### src/rtl/microwave_pkg.sv
// Shared definitions for the microwave front end: FSM encodings, BCD constants
// and the MM:SS digit bus.
package microwave_pkg;

  localparam int MMSS_W = 4;

  typedef enum logic [1:0] {
    ST_IDLE  = 2'd0,
    ST_RUN   = 2'd1,
    ST_PAUSE = 2'd2
  } state_t;

  localparam logic [MMSS_W-1:0] BCD_ZERO = 4'd0;
  localparam logic [MMSS_W-1:0] BCD_FIVE = 4'd5;
  localparam logic [MMSS_W-1:0] BCD_NINE = 4'd9;

  typedef struct packed {
    logic [MMSS_W-1:0] second_m;
    logic [MMSS_W-1:0] first_m;
    logic [MMSS_W-1:0] second_s;
    logic [MMSS_W-1:0] first_s;
  } mmss_t;

  function automatic logic mmss_is_zero(input mmss_t t);
    return (t == '0);
  endfunction

endpackage

### src/rtl/bcd_mmss_decrement.sv
// Combinational one-second decrement of an MM:SS BCD display with borrow.
// Seconds tens above 5 are not normalised; they simply count down.
module bcd_mmss_decrement
  import microwave_pkg::*;
(
  input  logic [MMSS_W-1:0] first_s_in,
  input  logic [MMSS_W-1:0] second_s_in,
  input  logic [MMSS_W-1:0] first_m_in,
  input  logic [MMSS_W-1:0] second_m_in,
  output logic [MMSS_W-1:0] first_s_out,
  output logic [MMSS_W-1:0] second_s_out,
  output logic [MMSS_W-1:0] first_m_out,
  output logic [MMSS_W-1:0] second_m_out,
  output logic              is_zero_out
);

  always_comb begin
    first_s_out  = first_s_in;
    second_s_out = second_s_in;
    first_m_out  = first_m_in;
    second_m_out = second_m_in;
    if (first_s_in != BCD_ZERO) begin
      first_s_out = first_s_in - 4'd1;
    end else begin
      first_s_out = BCD_NINE;
      if (second_s_in != BCD_ZERO) begin
        second_s_out = second_s_in - 4'd1;
      end else begin
        second_s_out = BCD_FIVE;
        if (first_m_in != BCD_ZERO) begin
          first_m_out = first_m_in - 4'd1;
        end else begin
          first_m_out  = BCD_NINE;
          second_m_out = second_m_in - 4'd1;
        end
      end
    end
  end

  assign is_zero_out = (first_s_out == BCD_ZERO) && (second_s_out == BCD_ZERO) &&
                       (first_m_out == BCD_ZERO) && (second_m_out == BCD_ZERO);

endmodule

### src/rtl/cook_timer.sv
// Microwave countdown front end: keypad entry into an MM:SS BCD display,
// IDLE/RUN/PAUSE control and a prescaled once-per-second countdown.
module cook_timer
  import microwave_pkg::*;
#(
  parameter int TICK_DIV = 50_000_000
) (
  input  logic              clk,
  input  logic              rst_n,
  input  logic              key_valid,
  input  logic [MMSS_W-1:0] key_digit,
  input  logic              start,
  input  logic              stop,
  input  logic              clear,
  input  logic              door_open,
  output logic [MMSS_W-1:0] first_s,
  output logic [MMSS_W-1:0] second_s,
  output logic [MMSS_W-1:0] first_m,
  output logic [MMSS_W-1:0] second_m,
  output logic              running,
  output logic              magnetron_on,
  output logic              done_pulse
);

  localparam int PRE_W = (TICK_DIV > 2) ? $clog2(TICK_DIV) : 1;
  localparam logic [PRE_W-1:0] PRE_LAST = PRE_W'(TICK_DIV - 1);
  localparam logic [PRE_W-1:0] PRE_ONE  = PRE_W'(1);

  state_t           state, state_next;
  mmss_t            disp, disp_next, disp_dec;
  logic [PRE_W-1:0] presc, presc_next;
  logic             done_next;
  logic             dec_zero;
  logic             tick;
  logic             key_ok;

  bcd_mmss_decrement u_dec (
    .first_s_in   (disp.first_s),
    .second_s_in  (disp.second_s),
    .first_m_in   (disp.first_m),
    .second_m_in  (disp.second_m),
    .first_s_out  (disp_dec.first_s),
    .second_s_out (disp_dec.second_s),
    .first_m_out  (disp_dec.first_m),
    .second_m_out (disp_dec.second_m),
    .is_zero_out  (dec_zero)
  );

  assign tick   = (presc == PRE_LAST);
  assign key_ok = key_valid && (key_digit <= BCD_NINE);

  always_comb begin
    state_next = state;
    disp_next  = disp;
    presc_next = presc;
    done_next  = 1'b0;
    case (state)
      ST_IDLE: begin
        if (clear) begin
          disp_next = '0;
        end else if (key_ok) begin
          disp_next = {disp.first_m, disp.second_s, disp.first_s, key_digit};
        end
        // stop takes priority over start even when nothing is running
        if (!stop && start && !door_open && !mmss_is_zero(disp)) begin
          state_next = ST_RUN;
          presc_next = '0;
        end
      end
      ST_RUN: begin
        // a tick landing on the pause cycle is dropped, prescaler held
        if (stop || door_open) begin
          state_next = ST_PAUSE;
        end else if (tick) begin
          disp_next  = disp_dec;
          presc_next = '0;
          if (dec_zero) begin
            state_next = ST_IDLE;
            done_next  = 1'b1;
          end
        end else begin
          presc_next = presc + PRE_ONE;
        end
      end
      ST_PAUSE: begin
        if (stop) begin
          state_next = ST_IDLE;
          disp_next  = '0;
        end else if (start && !door_open) begin
          state_next = ST_RUN;
          presc_next = '0;
        end
      end
      default: begin
        state_next = ST_IDLE;
      end
    endcase
  end

  always_ff @(posedge clk or negedge rst_n) begin
    if (!rst_n) begin
      state        <= ST_IDLE;
      disp         <= '0;
      presc        <= '0;
      magnetron_on <= 1'b0;
      done_pulse   <= 1'b0;
    end else begin
      state        <= state_next;
      disp         <= disp_next;
      presc        <= presc_next;
      magnetron_on <= (state_next == ST_RUN);
      done_pulse   <= done_next;
    end
  end

  assign running  = (state == ST_RUN);
  assign first_s  = disp.first_s;
  assign second_s = disp.second_s;
  assign first_m  = disp.first_m;
  assign second_m = disp.second_m;

endmodule

### config.mk
export PLATFORM = sky130hd
export DESIGN_NAME = cook_timer
export DESIGN_NICKNAME = d
export VERILOG_FILES = /design/src/rtl/microwave_pkg.sv /design/src/rtl/bcd_mmss_decrement.sv /design/src/rtl/cook_timer.sv
export SDC_FILE = /design/constraint.sdc
export NUM_CORES = 1
export LEC_CHECK = 0
export ABC_AREA = 1
export CAP_MARGIN = 20
export CORE_UTILIZATION = 53
export DETAILED_ROUTE_END_ITERATION = 10
export GPL_ROUTABILITY_DRIVEN = 1
export PLACE_DENSITY = 0.74
export REMOVE_ABC_BUFFERS = 1
export SYNTH_ARGS = -nofsm -noshare
export SYNTH_HDL_FRONTEND = slang
export SYNTH_HIERARCHICAL = 1
export SYNTH_SLANG_ARGS = --single-unit
### constraint.sdc
create_clock -name clk -period 1.85 [get_ports clk]
set_clock_uncertainty 0.1 [all_clocks]
set_input_delay 0.37 -clock clk [delete_from_list [all_inputs] [get_ports clk]]
set_output_delay 0.37 -clock clk [all_outputs]
set_load 0.01 [all_outputs]
==> summary.txt <==
Critical path
  – Cell depth of the worst setup path: 12
  – R2R cell count: 12
  – Arrival time at the worst endpoint: roughly 2.3 ns
  – CP max stage cell: dfrtp_1
  – CP bufs+invs: 1
  – FF-to-FF Start: first_s[0]
  – R2r endpoint: magnetron_on
  – Worst EP required: approximately 2.0 ns
  – Worst R2R Setup Slack: -0.33 ns
  – CP max FO: 3
  – Setup CP Type: reg2reg
  – Critical path startpoint category: register
  – Worst-path cell chain: nor2_4 -> buf_4 -> nand3_1 -> nand2_1 -> nand2_2 -> nor3_4 -> nand3_1 -> nor2_2 -> nand3_2 -> o21ai_2 -> nand2_1 -> a21oi_2
  – Crit end category: register
  – Family with the most delay on the worst path: simple AND/OR/NAND/NOR gates
  – Slowest stage delay, CP: between 0.4 and 0.5 ns

STA
  – Worst slew pin tran: about 0.39 ns
  – Slew Viols, Final: 0
  – Hold WS: slightly below 0.4 ns
  – Final period utilization: 118%
  – Setup TNS: -4.43 ns
  – Final setup vio count: between 40 and 50
  – Slew HR: about three quarters
  – Fmax: between 0.4 and 0.5 GHz
  – Post-layout minimum cycle time: 2.18 ns
  – Slack of the critical path: -0.329 ns
  – Final Hold Fails: 0
  – Unrepaired setup endpoints after global routing: yes

Pwr
  – Leakage: 2.72 nW
  – Peak supply drop: ~1.3 mV
  – Int Power: between 4 and 5 mW
  – Pwr/cell area: around 1500 mW/mm^2
  – Sequential share of power: around 16%
  – Final Power: between 8 and 9 mW
  – Share of total power in the clock network: 8.4%
  – P_sw: roughly 4.2 mW
  – Switch share: a little under 50%
  – Comb pwr share: 75.6%

Synth
  – Async SR Flop Fraction: between 90% and 100%
  – Multiplexer area fraction after synthesis: 0%
  – Fraction of the mapped netlist area in adder cells: about 2.0%
  – Area leader, netlist: dfrtp_1
  – Main combinational cell family by area after synthesis: simple AND/OR/NAND/NOR gates
  – Yosys reg bits: 46
  – Register area share after synthesis: around a third
  – Post-Synth XOR/XNOR Area: between 2 and 2.5%
  – Synthesized cell area: around 0.0037 sq mm
  – Synth top area share: roughly a third
  – Post-Synth Simple-Gate Area: between 40 and 50%
  – Post-synth cell types: 36
  – Synthesized instance count: 580
  – Number of warnings issued by yosys: 6
  – Syn Area/Cell: about 6.3 sq um
  – Synth area leaders: dfrtp_1 (31%), nand2_1 (19%), nand3_1 (11%), nor2_1 (7.9%), inv_1 (5.6%)
  – Synth cell count leaders: nand2_1 (182), nand3_1 (79), nor2_1 (77)
  – Cell with the most instances after synthesis: nand2_1
  – Compound-Gate Fraction of Synth Area: a little under 8%
  – Primary FF master, synth: dfrtp_1
  – Number of synthesized flops with an enable pin: 0

GRT
  – Largest net degree at the start of global routing: 33
  – Vias in the first global route: just over 4000
  – Initial antenna violation count: 0
  – First-pass GRT wire length: 19300 um
  – Total track usage: between 30 and 40%
  – Grt total ovfl: 0

CTS
  – H-tree depth: 2
  – Clock-pin slew of the registers on the worst-case setup and hold paths: 0.10 ns
  – CTS buffer count: 5
  – Max Root-Sink Buffers: 2
  – CTS tree: built
  – Root Buffer: clkbuf_8
  – CTS Sinks: 46
  – Clk_lat worst skew: around 0.32 ns

Floorplanning
  – Die Span Y: roughly 85 um
  – Cell row count: 29
  – Number of top-level pins: 30
  – Starting density of the core: 56.4%
  – Core ar.: about 0.0065 sq mm
  – Die ar.: just over 0.007 sq mm
  – Die X: between 80 and 90 um

Routing
  – Avg WL per Cell: roughly 19 um
  – 1st-pass router iterations: 5
  – Vias: a little under 5000
  – Initial DRC count: 705
  – Vias per cell: approximately 6.1
  – Post-route DRC: 0
  – Final ANT Viol Nets: 0
  – Final WL: between 15000 and 20000 um

Cells and area
  – Share of cells above drive strength 1: between 30% and 40%
  – Final core utilization: between 80% and 90%
  – P&R area growth vs syn: 53.6%
  – Diode count: 0
  – Design area: 0.00563 sq mm
  – # nets final: roughly 740
  – Final cell count without fillers: roughly 800
  – Fill count: about 360

Placement
  – GPL Wtd Cong: a little under 1
  – HPWL Detailed: 8450 um
  – Placed cell area: approximately 0.0047 sq mm
  – DP Cell Count: roughly 760
  – Port bufs: 29
  – Place WS: -0.373 ns

Flow run
  – Max cap viols: 0

Hold path
  – Hold crit path type: in2async

Status
  – Failing checks: setup timing
  – Status: finished with violations
==> state kept, by name (all words and copies together), names as in the netlist <==
register      count
done_pulse        1
first_m           4
first_s           4
magnetron_on      1
presc            26
second_m          4
second_s          4
state             2
==> logic make-up after synthesis <==
kind of cell | after synthesis
buffers and inverters | 77
adders and majority gates | 6
DFF | 46
AOI/OAI and AO/OA | 53
and+or+nand+nor | 389
xor gates and xnor gates | 9
==> layout make-up <==
cell class                      instances  area [sq um]  area share, %
Clock inverter                          2          12.5          0.222
Sequential cell                        46          1160           20.5
Timing Repair Buffer                  148          1390           24.7
Clock buffer                            6          82.6           1.47
Multi-Input combinational cell        459          2650           47.1
Inverter                               61           244           4.34
Tap cell                               77          96.3           1.71
==> what timing repair did <==
item / 4_1_cts / 5_1_grt
endpoints found under the hold margin: 14 / 0
endpoints found under the setup margin: 55 / 49
gates cloned: 2 / 4
buffers inserted: 12 / 17
resized for setup: 46 / 134
pin swaps: 12 / 42
hold buffers: 1 / 0
==> worst reg2reg max path, stage by stage, from the launching register on <==
cell and delay (ns):
dfrtp_1 0.44, nor2_4 0.17, buf_4 0.14, nand3_1 0.11, nand2_1 0.11, nand2_2 0.10, nor3_4 0.15, nand3_1 0.13
nor2_2 0.15, nand3_2 0.13, o21ai_2 0.16, nand2_1 0.09, a21oi_2 0.13
==> cell usage in the layout, fill, tap and decap left out, types with 6 or more instances in the layout <==
cell type        synthesis  layout
nand2_1                182     155
buf_4                    1      91
nand3_1                 79      60
nor2_1                  77      59
inv_1                   55      50
dfrtp_1                 46      42
nand2_2                  9      26
nor2_2                   7      20
nand3_2                  1      18
buf_6                    3      16
o21ai_0                 35      15
clkdlybuf4s50_1          0      14
o21ai_1                  4      13
nand2_4                  2      12
nor2_4                   6      11
o21ai_2                  0      11
dlygate4sd2_1            0       9
inv_2                    5       8
nand4_1                  8       8
xor2_1                   7       7
nor3_1                   8       6
clkbuf_8                 0       6
buf_12                   0       6
==> layer usage <==
layer	vias up	wire (um)	share of wire, %	global-route usage [%]
met4	0	981	6.4	11.2
met5	-	0	0	0
met3	125	1540	10	4.96
met2	378	6990	46	54.6
met1	2259	5800	38	47.9
li1	2132	-	-	-
==> power by group through the flow <==
| stage | clock network [mW] | registers [mW] | logic [mW] |
|---|---|---|---|
| after detailed placement | 0 | 1.35 | 4.23 |
| final | 0.710 | 1.37 | 6.42 |
| after floorplan | 0 | 1.48 | 1.96 |
| after CTS | 0.705 | 1.33 | 4.86 |
| after global placement | 0 | 1.34 | 4.14 |
| after global routing | 0.734 | 1.38 | 6.72 |
==> worst max path at each step <==
stage                           from           end  slack, ns
after floorplan             state[1]     presc[21]       -1.0
after global placement    first_s[0]  magnetron_on      -0.34
after detailed placement  first_s[0]  magnetron_on      -0.37
after CTS                 first_s[1]  magnetron_on      -0.19
after global routing      first_s[0]  magnetron_on      -0.39
final                     first_s[0]  magnetron_on      -0.33
Note: power is estimated with default switching activity, not from simulation.
